--- src/rtl/serial_sub_ctrl.sv ---
// Bit-serial a - b controller: one full-subtractor step per clock, LSB first.
// Optional zero/ovf flag outputs are enabled by defining SERSUB_FLAGS_EN.
module serial_sub_ctrl #(
  parameter int unsigned WIDTH = 8
) (
  input  logic             clk,
  input  logic             rst,
  input  logic             start,
  input  logic [WIDTH-1:0] a,
  input  logic [WIDTH-1:0] b,
  output logic             busy,
  output logic             done,
  output logic [WIDTH-1:0] diff,
  output logic             bout
`ifdef SERSUB_FLAGS_EN
  ,
  output logic             zero,
  output logic             ovf
`endif
);

  localparam int unsigned CntW = (WIDTH > 1) ? $clog2(WIDTH) : 1;

  typedef enum logic [1:0] {StIdle, StRun, StDone} state_e;

  state_e            state_q, state_d;
  logic [WIDTH-1:0]  a_q, a_d, b_q, b_d;
  logic [WIDTH-2:0]  res_q, res_d;
  logic              br_q, br_d;
  logic [CntW-1:0]   cnt_q, cnt_d;
  logic [WIDTH-1:0]  diff_q, diff_d;
  logic              bout_q, bout_d;
`ifdef SERSUB_FLAGS_EN
  logic              zero_q, zero_d, ovf_q, ovf_d;
`endif

  logic              bit_d, br_nxt, last_step;
  logic [WIDTH-1:0]  res_full;

  always_comb begin
    bit_d     = a_q[0] ^ b_q[0] ^ br_q;
    br_nxt    = (~a_q[0] & b_q[0]) | (~(a_q[0] ^ b_q[0]) & br_q);
    // Partial result with the bit computed this cycle in the MSB position.
    res_full  = {bit_d, res_q};
    last_step = (cnt_q == CntW'(WIDTH - 1));

    state_d = state_q;
    a_d     = a_q;
    b_d     = b_q;
    res_d   = res_q;
    br_d    = br_q;
    cnt_d   = cnt_q;
    diff_d  = diff_q;
    bout_d  = bout_q;
`ifdef SERSUB_FLAGS_EN
    zero_d  = zero_q;
    ovf_d   = ovf_q;
`endif

    unique case (state_q)
      StIdle, StDone: begin
        if (start) begin
          a_d     = a;
          b_d     = b;
          br_d    = 1'b0;
          cnt_d   = '0;
          state_d = StRun;
        end else begin
          state_d = StIdle;
        end
      end
      StRun: begin
        res_d = res_full[WIDTH-1:1];
        a_d   = a_q >> 1;
        b_d   = b_q >> 1;
        br_d  = br_nxt;
        if (last_step) begin
          state_d = StDone;
          diff_d  = res_full;
          bout_d  = br_nxt;
`ifdef SERSUB_FLAGS_EN
          // Operands have shifted WIDTH-1 times, so bit 0 holds the original MSBs.
          zero_d  = (res_full == '0);
          ovf_d   = (a_q[0] != b_q[0]) && (bit_d != a_q[0]);
`endif
        end else begin
          cnt_d = cnt_q + CntW'(1);
        end
      end
      default: state_d = StIdle;
    endcase
  end

  always_ff @(posedge clk) begin
    if (rst) begin
      state_q <= StIdle;
      a_q     <= '0;
      b_q     <= '0;
      res_q   <= '0;
      br_q    <= 1'b0;
      cnt_q   <= '0;
      diff_q  <= '0;
      bout_q  <= 1'b0;
`ifdef SERSUB_FLAGS_EN
      zero_q  <= 1'b0;
      ovf_q   <= 1'b0;
`endif
    end else begin
      state_q <= state_d;
      a_q     <= a_d;
      b_q     <= b_d;
      res_q   <= res_d;
      br_q    <= br_d;
      cnt_q   <= cnt_d;
      diff_q  <= diff_d;
      bout_q  <= bout_d;
`ifdef SERSUB_FLAGS_EN
      zero_q  <= zero_d;
      ovf_q   <= ovf_d;
`endif
    end
  end

  assign busy = (state_q == StRun);
  assign done = (state_q == StDone);
  assign diff = diff_q;
  assign bout = bout_q;
`ifdef SERSUB_FLAGS_EN
  assign zero = zero_q;
  assign ovf  = ovf_q;
`endif

endmodule
--- config.mk ---
export PLATFORM = sky130hd
export DESIGN_NAME = serial_sub_ctrl
export DESIGN_NICKNAME = d
export VERILOG_FILES = /design/src/rtl/serial_sub_ctrl.sv
export SDC_FILE = /design/constraint.sdc
export NUM_CORES = 1
export LEC_CHECK = 0
export CORE_MARGIN = 5
export CORE_UTILIZATION = 55
export CTS_BUF_LIST = sky130_fd_sc_hd__clkbuf_16
export DETAILED_ROUTE_END_ITERATION = 8
export DONT_BUFFER_PORTS = 1
export PLACE_DENSITY = 0.7
export SLEW_MARGIN = 20
export SYNTH_ARGS = -nofsm -noshare
export SYNTH_HDL_FRONTEND = slang
export SYNTH_SLANG_ARGS = --single-unit
--- constraint.sdc ---
create_clock -name clk -period 1.58 [get_ports clk]
set_clock_uncertainty 0.05 [all_clocks]
set_input_delay 0.316 -clock clk [delete_from_list [all_inputs] [get_ports clk]]
set_output_delay 0.316 -clock clk [all_outputs]
set_load 0.005 [all_outputs]
==> flow_metrics.py <==
metrics = {
    "layout": {
        "mostFrequentLayoutCells": "54 x nand2_1, 38 x dfxtp_1, 23 x a21oi_1",
        "drive_gt1_share_pct": 12.4,
        "fill_cells": 233,
        "areaGrowthSynthToFinish_pct": 15.7,
        "nNetsFinal": 215,
        "area.sequential_um2": 761,
        "multi_input_area_um2": 689,
        "diodes": 0,
        "layout_commonest_cell": "nand2_1",
    },
    "detailed_routing": {
        "num_vias": 1300,
        "dr.pass1.iters": 4,
        "ant_nets": 0,
        "drc_errors": 0,
        "wl_per_cell_um": 14.5,
        "routed_via_density": 5.78,
        "drt_iter0_markers": 79,
        "finalWirelength_mm": 3.27,
    },
    "die": {
        "die_x_um": 63.0,
        "ios": 30,
        "std_cell_rows": 19,
        "die-area_um2": 3970,
        "core_um2": 2730,
        "start_util_pct": 56.5,
        "die_height_um": 63.0,
    },
    "global_routing": {
        "grt.total_usage_pct": 17.8,
        "antenna_found_initial": 0,
        "grt_max_degree": 39,
        "grt_pass1_wl_mm": 5.61,
        "grt.overflow.total": 0,
        "grt_pass1_vias": 1274,
    },
    "sta": {
        "relSlewSlack_pct": 78.1,
        "drv_slew": 0,
        "period_minus_slack_ns": 1.48,
        "rsz0062_at_grt": "no",
        "tightest_slew_ns": 0.328,
        "setup_viol": 0,
        "tns_ns": 0,
        "hold_viol": 0,
        "max_freq_mhz": 675,
        "whs_ns": 0.0526,
        "finalCritPeriodShare_pct": 93.8,
    },
    "clock_network": {
        "clk_path_buf_depth": 2,
        "tritoncts": "done",
        "numCtsBuffers": 5,
        "path_clk_slew_ns": 0.06,
        "ctsHoldBuffers": 0,
        "htree_levels": 2,
        "clk_latency_ns": 0.28,
        "clock_sinks": 38,
        "root_buffer": "clkbuf_16",
    },
    "synthesis": {
        "synthCells": 188,
        "synth_fa_ha_area_share_pct": 2.92,
        "synth_nets": 210,
        "yosysUniqueCellTypes": 21,
        "netlist_area_um2": 1540,
        "ys_warn_count": 0,
        "synth-simple-area-share_pct": 25.4,
        "synth-seq-area-share_pct": 49.3,
        "synth_top_family_by_area": "simple AND/OR/NAND/NOR gates",
        "synth_compound_area_share_pct": 16.0,
        "synth-xor-area-share_pct": 0,
        "avgSynthCellArea_um2": 8.21,
        "synth-seq-cells": 38,
        "muxShareOfSynthArea_pct": 0,
    },
    "run_status": {
        "status": "complete, no violations",
    },
    "job": {
        "drv_cap": 0,
    },
    "setup_path": {
        "worstPathRequired_ns": 1.69,
        "cp-end-kind": "flip-flop",
        "critPathSlowestCell": "or3b_4",
        "worstPathMaxFanout": 4,
        "cp-start-kind": "flip-flop",
        "cp_cell_sequence": "ha_1 > ha_2 > or3b_4 > nand3_1 > a21oi_1",
        "crit_type": "reg -> reg",
        "critical-path-top-delay-family": "simple AND/OR/NAND/NOR gates",
        "arrival_ns": 1.60,
        "slowest_delay_ns": 0.40,
        "critPathBufInv": 0,
    },
    "placed_design": {
        "io_buffers": 0,
        "dp.final_hpwl_mm": 2.19,
        "place.gp.congestion": 0.727,
    },
    "power_and_ir_drop": {
        "ir_worst_vdd_mv": 1.50,
        "power_density_nw_per_um2": 1400,
        "leakage_nw": 0.660,
    },
    "min_path": {
        "hp-class": "in -> reg",
    },
}
[through the flow]
stage	util [%]	setup slack (ns)	power, mW	cells	area [µm²]
2_1_floorplan	-	0.164	1.21	188	1540
3_3_place_gp	57.4	0.158	1.22	215	1570
3_5_place_dp	57.4	0.0379	1.23	215	1570
4_1_cts	64.6	0.0252	2.52	223	1770
5_1_grt	65.4	0.0426	2.62	225	1790
6_report	65.4	0.0985	2.51	225	1790
[per-layer routing]
layer  wire (µm)  track usage (%)  vias to the layer above
li1            -                -                      645
met1        1580             21.8                      625
met2        1510             28.1                       28
met3         164             5.94                        2
met4          19             7.69                        0
met5           0                0                        -
[state kept, by name, indices dropped and copies added, names as in the netlist]
name	count
br_q	1
res_q	7
diff	8
a_q	8
cnt_q	3
bout	1
b_q	8
state_q	2
[cells by family after synthesis]
family	count (synthesis)
AOI/OAI and AO/OA	38
buffers and inverters	17
adders and majority gates	3
and+or+nand+nor	92
DFF	38
[timing repair]
item,in CTS,in global routing
buffers inserted,0,2
setup endpoints to repair,1,11
gates cloned,0,0
endpoints found under the hold margin,0,0
resized for setup,1,3
[worst paths after layout]
check,startpoint,end,slack (ns),depth (start not counted)
setup / recovery,cnt_q[0]$_SDFFE_PP0P_,cnt_q[2]$_SDFFE_PP0P_,0.1,5
hold / removal,rst,a_q[7]$_SDFFE_PP0P_,0.05,1
setup reg to reg,cnt_q[0]$_SDFFE_PP0P_,cnt_q[2]$_SDFFE_PP0P_,0.1,5
hold reg to reg,b_q[7]$_SDFFE_PP0P_,b_q[7]$_SDFFE_PP0P_,0.42,2
[cell usage after synthesis (all sizes together)]
library cell  count  share of area, %
inv               2              0.49
dfxtp            38                49
nor2b             2              0.81
buf              11               4.9
nand3b            1              0.49
clkbuf            3              0.73
nor3b             1              0.49
clkinv            1              0.24
a311oi           15               8.5
ha                2               1.6
or3b              1              0.57
nand2b            4               1.8
nor2             15               3.6
nand3            14               4.5
a21oi            23               7.5
nand2            54                13
fa                1               1.3
[final cells by class]
cell class,count,area share [%]
Clock buffer,5,7.00
Timing Repair Buffer,12,5.04
Multi-Input combinational cell,133,38.6
Tap cell,31,2.17
Sequential cell,38,42.6
Inverter,3,0.770
Clock inverter,3,3.85
[report_power, final]
part	internal (mW)	switching [mW]
clock	0.906	0.385
combinational	0.0765	0.105
sequential	1.01	0.0292
Note: power is estimated with default switching activity, not from simulation.
